$ cat src/rtl/if_fetch_ctrl_pkg.sv
// Shared definitions for the instruction-fetch sequencer: defaults, FSM states, FIFO entry layout.
package if_fetch_ctrl_pkg;

  localparam logic [31:0] RESET_PC_DEF = 32'h0000_3000;
  localparam int unsigned IM_AW_DEF    = 10;

  typedef enum logic {
    ST_RUN   = 1'b0,
    ST_FAULT = 1'b1
  } fetch_state_e;

  // {fault, pc, instr}
  typedef struct packed {
    logic        fault;
    logic [31:0] pc;
    logic [31:0] instr;
  } fetch_entry_t;

  localparam int unsigned ENTRY_W = $bits(fetch_entry_t);

endpackage

$ cat src/rtl/if_fetch_ctrl_fetch_fifo.sv
// Small synchronous FIFO with flush and asynchronous clear; output reads 0 when empty.
module fetch_fifo #(
  parameter int unsigned WIDTH = 65,
  parameter int unsigned DEPTH = 2
) (
  input  logic                       clk,
  input  logic                       reset,
  input  logic                       push,
  input  logic                       pop,
  input  logic                       flush,
  input  logic [WIDTH-1:0]           din,
  output logic [WIDTH-1:0]           dout,
  output logic [$clog2(DEPTH):0]     count
);

  localparam int unsigned AW = (DEPTH > 1) ? $clog2(DEPTH) : 1;
  localparam int unsigned CW = $clog2(DEPTH) + 1;

  logic [WIDTH-1:0] r_mem [DEPTH];
  logic [AW-1:0]    r_rd_ptr;
  logic [AW-1:0]    r_wr_ptr;
  logic [CW-1:0]    r_count;

  function automatic logic [AW-1:0] ptr_inc(input logic [AW-1:0] p);
    return (p == AW'(DEPTH - 1)) ? '0 : p + AW'(1);
  endfunction

  // Storage write; when full with a same-cycle pop, the slot being read is the one rewritten.
  always_ff @(posedge clk) begin
    if (push && !flush) begin
      r_mem[r_wr_ptr] <= din;
    end
  end

  // Pointers and occupancy; flush discards everything, including a same-cycle push/pop.
  always_ff @(posedge clk or posedge reset) begin
    if (reset) begin
      r_rd_ptr <= '0;
      r_wr_ptr <= '0;
      r_count  <= '0;
    end else if (flush) begin
      r_rd_ptr <= '0;
      r_wr_ptr <= '0;
      r_count  <= '0;
    end else begin
      if (push) r_wr_ptr <= ptr_inc(r_wr_ptr);
      if (pop)  r_rd_ptr <= ptr_inc(r_rd_ptr);
      case ({push, pop})
        2'b10:   r_count <= r_count + CW'(1);
        2'b01:   r_count <= r_count - CW'(1);
        default: r_count <= r_count;
      endcase
    end
  end

  assign dout  = (r_count != '0) ? r_mem[r_rd_ptr] : '0;
  assign count = r_count;

endmodule

$ cat src/rtl/if_fetch_ctrl.sv
// Instruction-fetch sequencer: owns the fetch PC, drives the IM index, buffers {pc, instr}
// pairs for decode and handles redirects and fetch faults.
module if_fetch_ctrl
  import if_fetch_ctrl_pkg::*;
#(
  parameter logic [31:0] RESET_PC  = RESET_PC_DEF,
  parameter int unsigned IM_AW     = IM_AW_DEF,
  parameter int unsigned BUF_DEPTH = 2
) (
  input  logic             clk,
  input  logic             reset,
  output logic [IM_AW-1:0] im_index,
  input  logic [31:0]      im_rdata,
  input  logic             redirect_valid,
  input  logic [31:0]      redirect_pc,
  output logic             id_valid,
  input  logic             id_ready,
  output logic [31:0]      id_instr,
  output logic [31:0]      id_pc,
  output logic             id_fault,
  output logic [31:0]      fetch_pc
);

  localparam int unsigned CW = $clog2(BUF_DEPTH) + 1;

  fetch_state_e r_state;
  fetch_state_e w_state_nxt;
  logic [31:0]  r_pc;
  logic [31:0]  w_pc_nxt;
  logic         w_bad;
  logic         w_pop;
  logic         w_push;
  logic [CW-1:0] w_count;
  fetch_entry_t w_din;
  fetch_entry_t w_dout;

  assign w_bad = (r_pc[1:0] != 2'b00) ||
                 (r_pc[31:IM_AW+2] != RESET_PC[31:IM_AW+2]);

  assign id_valid = (w_count != '0);
  assign w_pop    = id_valid && id_ready;
  assign w_push   = (r_state == ST_RUN) && !redirect_valid &&
                    ((w_count < CW'(BUF_DEPTH)) || w_pop);

  // PC and FSM state register.
  always_ff @(posedge clk or posedge reset) begin
    if (reset) begin
      r_pc    <= RESET_PC;
      r_state <= ST_RUN;
    end else begin
      r_pc    <= w_pc_nxt;
      r_state <= w_state_nxt;
    end
  end

  // Next PC/state and push payload; redirect overrides any fetch activity.
  always_comb begin
    w_pc_nxt       = r_pc;
    w_state_nxt    = r_state;
    w_din.fault    = w_bad;
    w_din.pc       = r_pc;
    w_din.instr    = w_bad ? '0 : im_rdata;
    if (redirect_valid) begin
      w_pc_nxt    = redirect_pc;
      w_state_nxt = ST_RUN;
    end else if (w_push) begin
      if (w_bad) begin
        w_state_nxt = ST_FAULT;
      end else begin
        w_pc_nxt = r_pc + 32'd4;
      end
    end
  end

  fetch_fifo #(
    .WIDTH (ENTRY_W),
    .DEPTH (BUF_DEPTH)
  ) u_fifo (
    .clk   (clk),
    .reset (reset),
    .push  (w_push),
    .pop   (w_pop),
    .flush (redirect_valid),
    .din   (w_din),
    .dout  (w_dout),
    .count (w_count)
  );

  assign im_index = r_pc[IM_AW+1:2];
  assign fetch_pc = r_pc;
  assign id_instr = w_dout.instr;
  assign id_pc    = w_dout.pc;
  assign id_fault = w_dout.fault;

endmodule

$ cat config.mk
export PLATFORM = sky130hd
export DESIGN_NAME = if_fetch_ctrl
export DESIGN_NICKNAME = d
export VERILOG_FILES = /design/src/rtl/if_fetch_ctrl_pkg.sv /design/src/rtl/if_fetch_ctrl_fetch_fifo.sv /design/src/rtl/if_fetch_ctrl.sv
export SDC_FILE = /design/constraint.sdc
export NUM_CORES = 1
export LEC_CHECK = 0
export ABC_CLOCK_PERIOD_IN_PS = 9200
export CAP_MARGIN = 40
export CORE_ASPECT_RATIO = 0.9
export CORE_MARGIN = 3
export CORE_UTILIZATION = 45
export CTS_BUF_LIST = sky130_fd_sc_hd__clkbuf_4 sky130_fd_sc_hd__clkbuf_8
export CTS_CLUSTER_DIAMETER = 100
export CTS_CLUSTER_SIZE = 14
export DETAILED_ROUTE_END_ITERATION = 6
export PLACE_DENSITY = 0.74
export SETUP_SLACK_MARGIN = 0.3
export SLEW_MARGIN = 5
export SYNTH_ARGS = -nofsm -noshare
export SYNTH_HDL_FRONTEND = slang
export SYNTH_SLANG_ARGS = --single-unit
$ cat constraint.sdc
create_clock -name clk -period 9.2 [get_ports clk]
set_clock_uncertainty 0.1 [all_clocks]
set_input_delay 1.38 -clock clk [delete_from_list [all_inputs] [get_ports clk]]
set_output_delay 1.38 -clock clk [all_outputs]
set_load 0.01 [all_outputs]
==> results of run 1 <==
placed cells by master (no fill, tap or decap), types with 3 or more instances in the layout:
| cell type | count |
|---|---|
| dfrtp_1 | 34 |
| buf_4 | 3 |
| inv_1 | 8 |
| xnor2_1 | 5 |
| bufinv_16 | 5 |
| buf_16 | 3 |
| nor2b_1 | 3 |
| nand3_1 | 4 |
| clkbuf_4 | 4 |
| nor4_1 | 4 |
| o21ai_0 | 3 |
| clkdlybuf4s50_1 | 174 |
| nand2_1 | 13 |
| o21ai_1 | 4 |
| and2_1 | 32 |
| edfxtp_1 | 130 |
| nor2_1 | 75 |
| clkbuf_8 | 17 |
| clkinv_1 | 3 |
| clkinv_2 | 3 |
| mux2_2 | 21 |
| a21oi_1 | 4 |
| mux2i_1 | 68 |
synthesized netlist by cell type (all sizes together) (5+ instances only):
cell type  number
nor4            8
mux2i          68
dfrtp          35
edfxtp        130
nand2          13
xnor2           5
inv             9
buf            52
and2           32
mux2           21
o21ai           7
nor2           78
clkbuf         13
path summary, 6_finish.rpt:
path	end	slack, ns	cells after the start
min in group asynchronous	fetch_pc[22]$_DFFE_PP0P_	1.11	2
worst max register to register	u_fifo.r_mem[0][35]$_DFFE_PP_	6.68	4
worst min-delay path	u_fifo.r_mem[0][53]$_DFFE_PP_	0.44	0
worst min register to register	u_fifo.r_mem[0][53]$_DFFE_PP_	0.44	0
max in group asynchronous	fetch_pc[12]$_DFFE_PP1P_	7.17	3
worst max-delay path	id_pc[8]	5.02	4
per-stage QoR:
stage,cell area [sq um],util (%)
floorplan,7190,-
global placement,8830,56.8
detailed placement,8930,57.4
CTS,9370,60.3
global route,9370,60.3
finish,9370,60.3
worst reg2reg max path, stage by stage, from the launching register on:
cell and delay, ns:
dfrtp_1 0.46, nor2_1 0.22, nand2_1 0.21, nor2_4 0.50, buf_4 0.63
sequential cells by signal, indices dropped and copies added (netlist names):
register and cells:
u_fifo.r_rd_ptr 1, fetch_pc 32, r_state 1, u_fifo.r_wr_ptr 1
u_fifo.count 2, u_fifo.r_mem 130
power breakdown:
group,switching [mW],internal (mW)
sequential,0.0396,0.857
clock,0.240,0.332
combinational,0.115,0.144
total,0.394,1.33
logic make-up after synthesis:
logic type	after synthesis	share of synthesized area, %
AO/OA/AOI/OAI	19	1.72
flip-flops	167	67.2
buffers and inverters	74	6.14
XOR/XNOR	7	0.852
AND/OR/NAND/NOR	152	11.2
adder cells (fa/ha/maj)	1	0.174
multiplexers	89	12.8
metal layers:
layer	up-vias	routed length (um)	global-route usage [%]
met1	2124	6860	23.3
met5	-	0	0
met4	0	70	4.60
met2	134	7700	30.2
met3	9	762	4.78
li1	2035	-	-
layout make-up:
cell class,instances,area (sq um)
Inverter,9,33.8
Clock buffer,21,264
Timing Repair Buffer,182,1860
Clock inverter,11,180
Tap cell,202,253
Sequential cell,167,4840
Fill cell,1176,6180
Multi-Input combinational cell,268,1940
==> results.tsv, run 1 <==
metric	value	unit
hold_buffers	0	
num_rows	43	
ant_nets	0	
first_pass_iters	4	
grt_antenna_before_repair	0	
yosysSeqAreaShare	67.2	%
p_leak	3.33	nW
cpMaxStageDelayCell	nor2_4	
setup_viol	0	
areaGrowthSynthToFinish	30.3	%
synth_top_area_cell	edfxtp_1	
max_stage_delay	0.64	ns
drive_gt1_share	11.4	%
syn-num-nets	578	
power_density	184	nW/um^2
setup_slack	5.02	ns
fin_crit_sh	45.4	%
clock-sinks	167	
max-slew-margin-rel	47.9	%
grt_pass1_wl	24500	um
cp-startpoint	u_fifo.count[1]$_DFFE_PP0P_	
core_area	15500	sq um
num_antenna_cells	0	
hold_path.class	reg -> reg	
power.total	1.73	mW
slew_viol_final	0	
layout_min_cycle_time	4.18	ns
status	completed	
synth_seq_cells	167	
critPathLaunchType	flip-flop	
syn-cell-area	7190	sq um
clkLatencyLatePin	0.43	ns
drtIter0Drc	242	
fin_tns_setup	0	ns
crit_type	reg -> out	
ys_top_cells_by_area	edfxtp_1, dfrtp_1, mux2i_1	
cts_buffer_depth	2	
crit_path_max_fanout	35	
dp_cells	828	
cp.arrival	2.70	ns
netlist.area_leader.share	54.3	%
rsz0062_at_grt	no	
ys_warn_count	0	
cts_setup_buffers	0	
drc	0	
cp.buffers_inverters	2	
dieArea	17500	sq um
yosys_most_used_dff	edfxtp_1	
ir_drop	0.126	mV
synthCells	509	
hold_violations	0	
critPathTopFamily	buffers and inverters	
grt.overflow.total	0	
dp_hpwl	10600	um
yosysUniqueCellTypes	40	
synth_edf_count	130	
async_flop_share	22.2	%
place_congestion	0.748	
whs	0.441	ns
h-tree-depth	4	
instances_no_fill	860	
grt_use_total	17.9	%
via_count	4302	
vias_per_cell	5.00	
hold_start	fetch_pc[21]$_DFFE_PP0P_	
dieHeight	126	um
routedWlPerCell	17.9	um
cts_made_buffers	17	
worstMarginPinSlew	0.779	ns
fin_nets	714	
max_freq	240	MHz
clk_pin_slew	0.08	ns
end_kind	output port	
ios	176	
start_util	46.3	%
cts_root_buffer	clkbuf_8	
postCtsResizedCells	0	
max_cap_violations	0	
synth_area_per_cell	14.1	sq um
cp.required	7.72	ns
die_w	139	um
timing.rr.start	r_state$_DFFE_PP0P_	
cts_tree	done	
port_buffers	175	
grt_max_degree	49	
grt_pass1_vias	4653	
totalWireLength	15400	um
dpl_worst_slack	5.20	ns
crit_chain	nor2_4 -> buf_4 -> nor2_1 -> clkdlybuf4s50_1	
(Power assumes the default switching activity.)
==> inputs of run 2 (changes only) <==
Settings changed: ABC_CLOCK_PERIOD_IN_PS 9200 to 3600, PLACE_DENSITY 0.74 to 0.77.
Clock period 9.2 ns to 3.6 ns, I/O delays scaled along.
==> run 2 against run 1 <==
Compared with the run above: flip-flop and latch count unchanged; critical endpoint is now id_instr[9]; via count is 0.79% higher; count of clock-buffer cells in the layout decreased by 4; global-route usage decreased by 0.68 points.
==> results.tsv, run 2 (synthesis results as in run 1) <==
metric	value	unit	change
status	completed		
reg2reg_depth	5		+1
postCtsResizedCells	0		unchanged
hold_violations	0		unchanged
start_util	46.3	%	unchanged
rrSetupSlack	1.31	ns	-5.37 ns
slew_viol_final	0		unchanged
whs	0.184	ns	-0.257 ns
setup_viol	0		unchanged
cts_tree	done		
crit_type	reg -> out		
drc	0		unchanged
critPathLaunchType	flip-flop		
cts_made_buffers	17		unchanged
dieHeight	126	um	unchanged
place_congestion	0.797		+6.5%
regMostFlops	u_fifo.r_mem		
ant_nets	0		unchanged
grt_antenna_before_repair	0		unchanged
ios	176		unchanged
vias_per_cell	5.04		+0.67%
drive_gt1_share	11.7	%	+0.29 points
crit_path_max_fanout	41		+17%
h-tree-depth	4		unchanged
cts_setup_buffers	0		unchanged
routedWlPerCell	17.1	um	-4.2%
die_w	139	um	unchanged
dieArea	17500	sq um	unchanged
first_pass_iters	4		unchanged
via_count	4336		+0.79%
max_freq	320	MHz	
rr_endpoint	fetch_pc[3]$_DFFE_PP0P_		
p_leak	3.34	nW	+0.54%
port_buffers	175		unchanged
final_cell_mix	clkdlybuf4s50_1, edfxtp_1, nor2_1		
num_antenna_cells	0		unchanged
dp_hpwl	10000	um	-5.4%
cp.required	2.96	ns	-4.76 ns
fin_crit_sh	86.8	%	
grt_pass1_wl	23700	um	-3.2%
ir_drop	0.232	mV	+84%
totalWireLength	14800	um	-4.1%
grt.overflow.total	0		unchanged
rsz0062_at_grt	no		
max_cap_violations	0		unchanged
cp.arrival	2.48	ns	-0.22 ns
hold_path.class	in -> async		
cts_root_buffer	clkbuf_8		
largest_register_ff_count	130		unchanged
final_common_cell	clkdlybuf4s50_1		
core_area	15500	sq um	unchanged
layout_min_cycle_time	3.12	ns	
num_rows	43		unchanged
clkLatencyLatePin	0.44	ns	about the same
fin_nets	715		+0.14%
hold_buffers	0		unchanged
place_area	8960	sq um	+0.38%
grt_max_degree	66		+35%
grt_use_total	17.2	%	-0.68 points
cts_buffer_depth	2		unchanged
grt_pass1_vias	4610		-0.92%
clk_pin_slew	0.08	ns	about the same
power_density	469	nW/um^2	+150%
fin_tns_setup	0	ns	unchanged
drtIter0Drc	242		unchanged
fin_area	9400	sq um	+0.35%
worstMarginPinSlew	0.724	ns	-0.0557 ns
max-slew-margin-rel	51.8	%	+3.8 points
clock-sinks	167		unchanged
timing.rr.start	fetch_pc[23]$_DFFE_PP0P_		
end_kind	output port		
areaGrowthSynthToFinish	30.7	%	
-- run 2: cell count changes in the layout (fill, tap and decap cells not counted), sizes merged --
cell,before,now
buf,8,9
clkbuf,21,17
clkinv,6,9
inv,8,9
-- run 2: final cells by class --
type | count | area, sq um
fillers | 1150 | 6150
flip-flops and latches | 167 | 4840
multi-input cells | 268 | 1940
repair buffers | 183 | 1900
well taps | 202 | 253
clock buffers | 17 | 234
clock inverters | 15 | 209
inverters | 9 | 33.8
-- run 2: stage by stage --
step	total power, mW	worst slack, ns	util (%)	std cells
2_1_floorplan	2.67	0.533	-	509
3_3_place_gp	2.98	0.977	57.1	826
3_5_place_dp	3.00	0.938	57.6	829
4_1_cts	4.46	0.437	60.5	861
5_1_grt	4.59	0.331	60.5	861
6_report	4.41	0.476	60.5	861
-- run 2: routing by layer --
layer | vias to the layer above | global-route usage, % | routed length [um]
li1 | 2049 | - | -
met1 | 2115 | 22.9 | 6510
met2 | 155 | 27.6 | 7050
met3 | 17 | 4.90 | 1010
met4 | 0 | 5.75 | 197
met5 | - | 0 | 0
-- run 2: where the power goes --
| group | internal (mW) | switching, mW | total (mW) |
|---|---|---|---|
| clock network | 0.817 | 0.638 | 1.45 |
| logic | 0.375 | 0.286 | 0.660 |
| registers | 2.19 | 0.105 | 2.30 |
| total | 3.38 | 1.03 | 4.41 |
-- run 2: worst max path at each step --
stage,slack [ns],cells after the start,to,start
final,0.48,4,id_instr[9],u_fifo.r_rd_ptr$_DFFE_PP0P_
after detailed placement,0.94,4,id_instr[9],u_fifo.r_rd_ptr$_DFFE_PP0P_
after CTS,0.44,4,id_instr[9],u_fifo.r_rd_ptr$_DFFE_PP0P_
after floorplan,0.53,3,u_fifo.r_mem[0][0]$_DFFE_PP_,id_ready
after global routing,0.33,4,id_instr[9],u_fifo.r_rd_ptr$_DFFE_PP0P_
after global placement,0.98,4,id_instr[9],u_fifo.r_rd_ptr$_DFFE_PP0P_
-- run 2: worst max-delay path: stages, from the launching register on --
cell and delay [ns]:
dfrtp_4 0.91, buf_12 0.29, mux2i_1 0.10, nor2_1 0.14, clkdlybuf4s50_1 0.56
==> inputs of run 3 (changes only) <==
Settings changed: CELL_PAD_IN_SITES_DETAIL_PLACEMENT from default to 1, CELL_PAD_IN_SITES_GLOBAL_PLACEMENT from default to 1, CORE_UTILIZATION 45 to 31, GPL_ROUTABILITY_DRIVEN from default to 0, PLACE_DENSITY 0.77 to 0.67.
==> run 3 against run 2 <==
Compared with the run above: fmax is 2.3% higher; final cell count is 11% higher; largest power group unchanged; critical path depth stayed put; register-to-register slack worse by 0.03 ns; hold slack better by 0.071 ns; sequential share of layout area is 0.13 points lower.
==> results.tsv, run 3 (synthesis results as in run 1) <==
metric	value	unit	change
ant_nets	0		unchanged
first_pass_iters	4		unchanged
final_common_cell	clkdlybuf4s50_1		
grt_pass1_vias	4760		+3.3%
crit_type	reg -> out		
power_density	449	nW/um^2	-4.3%
max_freq	328	MHz	+2.3%
ir_drop	0.161	mV	-31%
cts_buffer_depth	2		unchanged
drive_gt1_share	11.8	%	+0.15 points
via_count	4387		+1.2%
vias_per_cell	4.59		-8.9%
layout_min_cycle_time	3.05	ns	-0.0709 ns
met1_usage	19.2	%	-3.7 points
cp.arrival	2.41	ns	-0.07 ns
worstMarginPinSlew	0.582	ns	-0.141 ns
cts_made_buffers	17		unchanged
switching_share	27.5	%	+4.1 points
p_comb_share	16.0	%	+1.0 points
totalWireLength	17700	um	+20%
crit_path_max_fanout	30		-27%
fin_crit_sh	84.8	%	-2.0 points
max_cap_violations	0		unchanged
top_usage_layer	met2		
crit_chain	buf_12 -> mux2i_1 -> nor2_1 -> clkdlybuf4s50_1		
grt.overflow.total	0		unchanged
status	completed		
max-slew-margin-rel	61.2	%	+9.4 points
grt_pass1_wl	27300	um	+15%
clk_pin_slew	0.09	ns	about the same
hold_violations	0		unchanged
grt_use_total	14.2	%	-3.0 points
grtUsageMet2	23.1	%	-4.5 points
dp_hpwl	12100	um	+20%
end_kind	output port		
core_area	22600	sq um	+46%
fin_tns_setup	0	ns	unchanged
p_seq_share	54.2	%	+2.2 points
rsz0062_at_grt	no		
routedWlPerCell	18.5	um	+7.9%
num_antenna_cells	0		unchanged
slew_viol_final	0		unchanged
num_rows	52		+21%
regMostFlops	u_fifo.r_mem		
largest_register_ff_count	130		unchanged
postCtsResizedCells	0		unchanged
cts_root_buffer	clkbuf_8		
fin_nets	715		unchanged
clkLatencyLatePin	0.46	ns	+0.02 ns
p_leak	3.29	nW	-1.6%
hold_buffers	0		unchanged
cts_setup_buffers	0		unchanged
drtIter0Drc	236		-2.5%
critPathLaunchType	flip-flop		
rrSetupSlack	1.28	ns	-0.03 ns
h-tree-depth	4		unchanged
die_w	167	um	+20%
intPower	3.07	mW	-9.2%
ios	176		unchanged
critPathTopFamily	buffers and inverters		
grt_max_degree	66		unchanged
p_clk_share	29.9	%	-3.1 points
hold_path.class	in -> async		
grt_antenna_before_repair	0		unchanged
drc	0		unchanged
dieHeight	151	um	+20%
setup_viol	0		unchanged
use_met3	4.12	%	-0.78 points
max_stage_delay	0.81	ns	-0.10 ns
clock-sinks	167		unchanged
cp.required	2.96	ns	about the same
rr_endpoint	fetch_pc[3]$_DFFE_PP0P_		
dieArea	25100	sq um	+43%
power_switching	1.16	mW	+13%
timing.rr.start	fetch_pc[23]$_DFFE_PP0P_		
areaGrowthSynthToFinish	31.1	%	
fill_cells	2353		+100%
cts_tree	done		
reg2reg_depth	5		unchanged
final_cell_mix	clkdlybuf4s50_1, edfxtp_1, nor2_1		
final_core_util	41.6	%	-19 points
cp.buffers_inverters	2		unchanged
start_util	31.8	%	-14 points
cpMaxStageDelayCell	dfrtp_4		
port_buffers	175		unchanged
run 3: cell types whose count changed in the layout (fill, tap and decap cells not counted), moves of 2 or more:
cell | before | now
clkinv_4 | 2 | 4
buf_16 | 2 | 0
inv_8 | 0 | 4
bufinv_16 | 5 | 0
clkinv_2 | 6 | 0
inv_6 | 0 | 3
run 3: worst reg2reg max path: stages, from the launching register on:
cell and delay [ns]:
dfrtp_1 0.46, nor4_4 0.40, nand4_4 0.28, nor3_4 0.36, mux2_2 0.37, mux2_2 0.25
run 3: stage by stage:
| stage | instances | power (mW) | worst slack [ns] | hold slack (ns) | cell area [sq um] |
|---|---|---|---|---|---|
| 2_1_floorplan | 509 | 2.67 | 0.533 | 0.375 | 7190 |
| 3_3_place_gp | 923 | 3.00 | 0.897 | 0.403 | 9030 |
| 3_5_place_dp | 924 | 3.02 | 0.833 | 0.427 | 9050 |
| 4_1_cts | 956 | 4.31 | 0.476 | 0.228 | 9430 |
| 5_1_grt | 956 | 4.44 | 0.395 | 0.243 | 9430 |
| 6_report | 956 | 4.23 | 0.547 | 0.255 | 9430 |
run 3: power groups by stage:
stage | registers (mW) | clock network, mW | logic, mW
2_1_floorplan | 2.29 | 0 | 0.377
3_3_place_gp | 2.33 | 0 | 0.675
3_5_place_dp | 2.34 | 0 | 0.686
4_1_cts | 2.30 | 1.32 | 0.691
5_1_grt | 2.31 | 1.40 | 0.729
6_report | 2.29 | 1.26 | 0.676
run 3: how the worst max path moves through the flow:
stage	from	end	slack, ns	depth (start not counted)
floorplan	id_ready	u_fifo.r_mem[0][0]$_DFFE_PP_	0.53	3
global placement	id_ready	fetch_pc[3]$_DFFE_PP0P_	0.90	6
detailed placement	id_ready	fetch_pc[3]$_DFFE_PP0P_	0.83	6
CTS	u_fifo.r_rd_ptr$_DFFE_PP0P_	id_instr[18]	0.48	4
global route	u_fifo.r_rd_ptr$_DFFE_PP0P_	id_instr[18]	0.40	4
finish	u_fifo.r_rd_ptr$_DFFE_PP0P_	id_instr[21]	0.55	4
run 3: metal layers:
layer	vias to the layer above	share of wire, %
met5	-	0
met3	12	4.6
met1	2205	47
met4	0	0.78
li1	2038	-
met2	132	48
run 3: layout make-up:
type	count	area [sq um]	share of cell area, %
well taps	297	372	3.94
multi-input cells	268	1940	20.6
flip-flops and latches	167	4840	51.3
repair buffers	183	1870	19.8
clock inverters	15	141	1.50
inverters	9	33.8	0.358
clock buffers	17	234	2.48
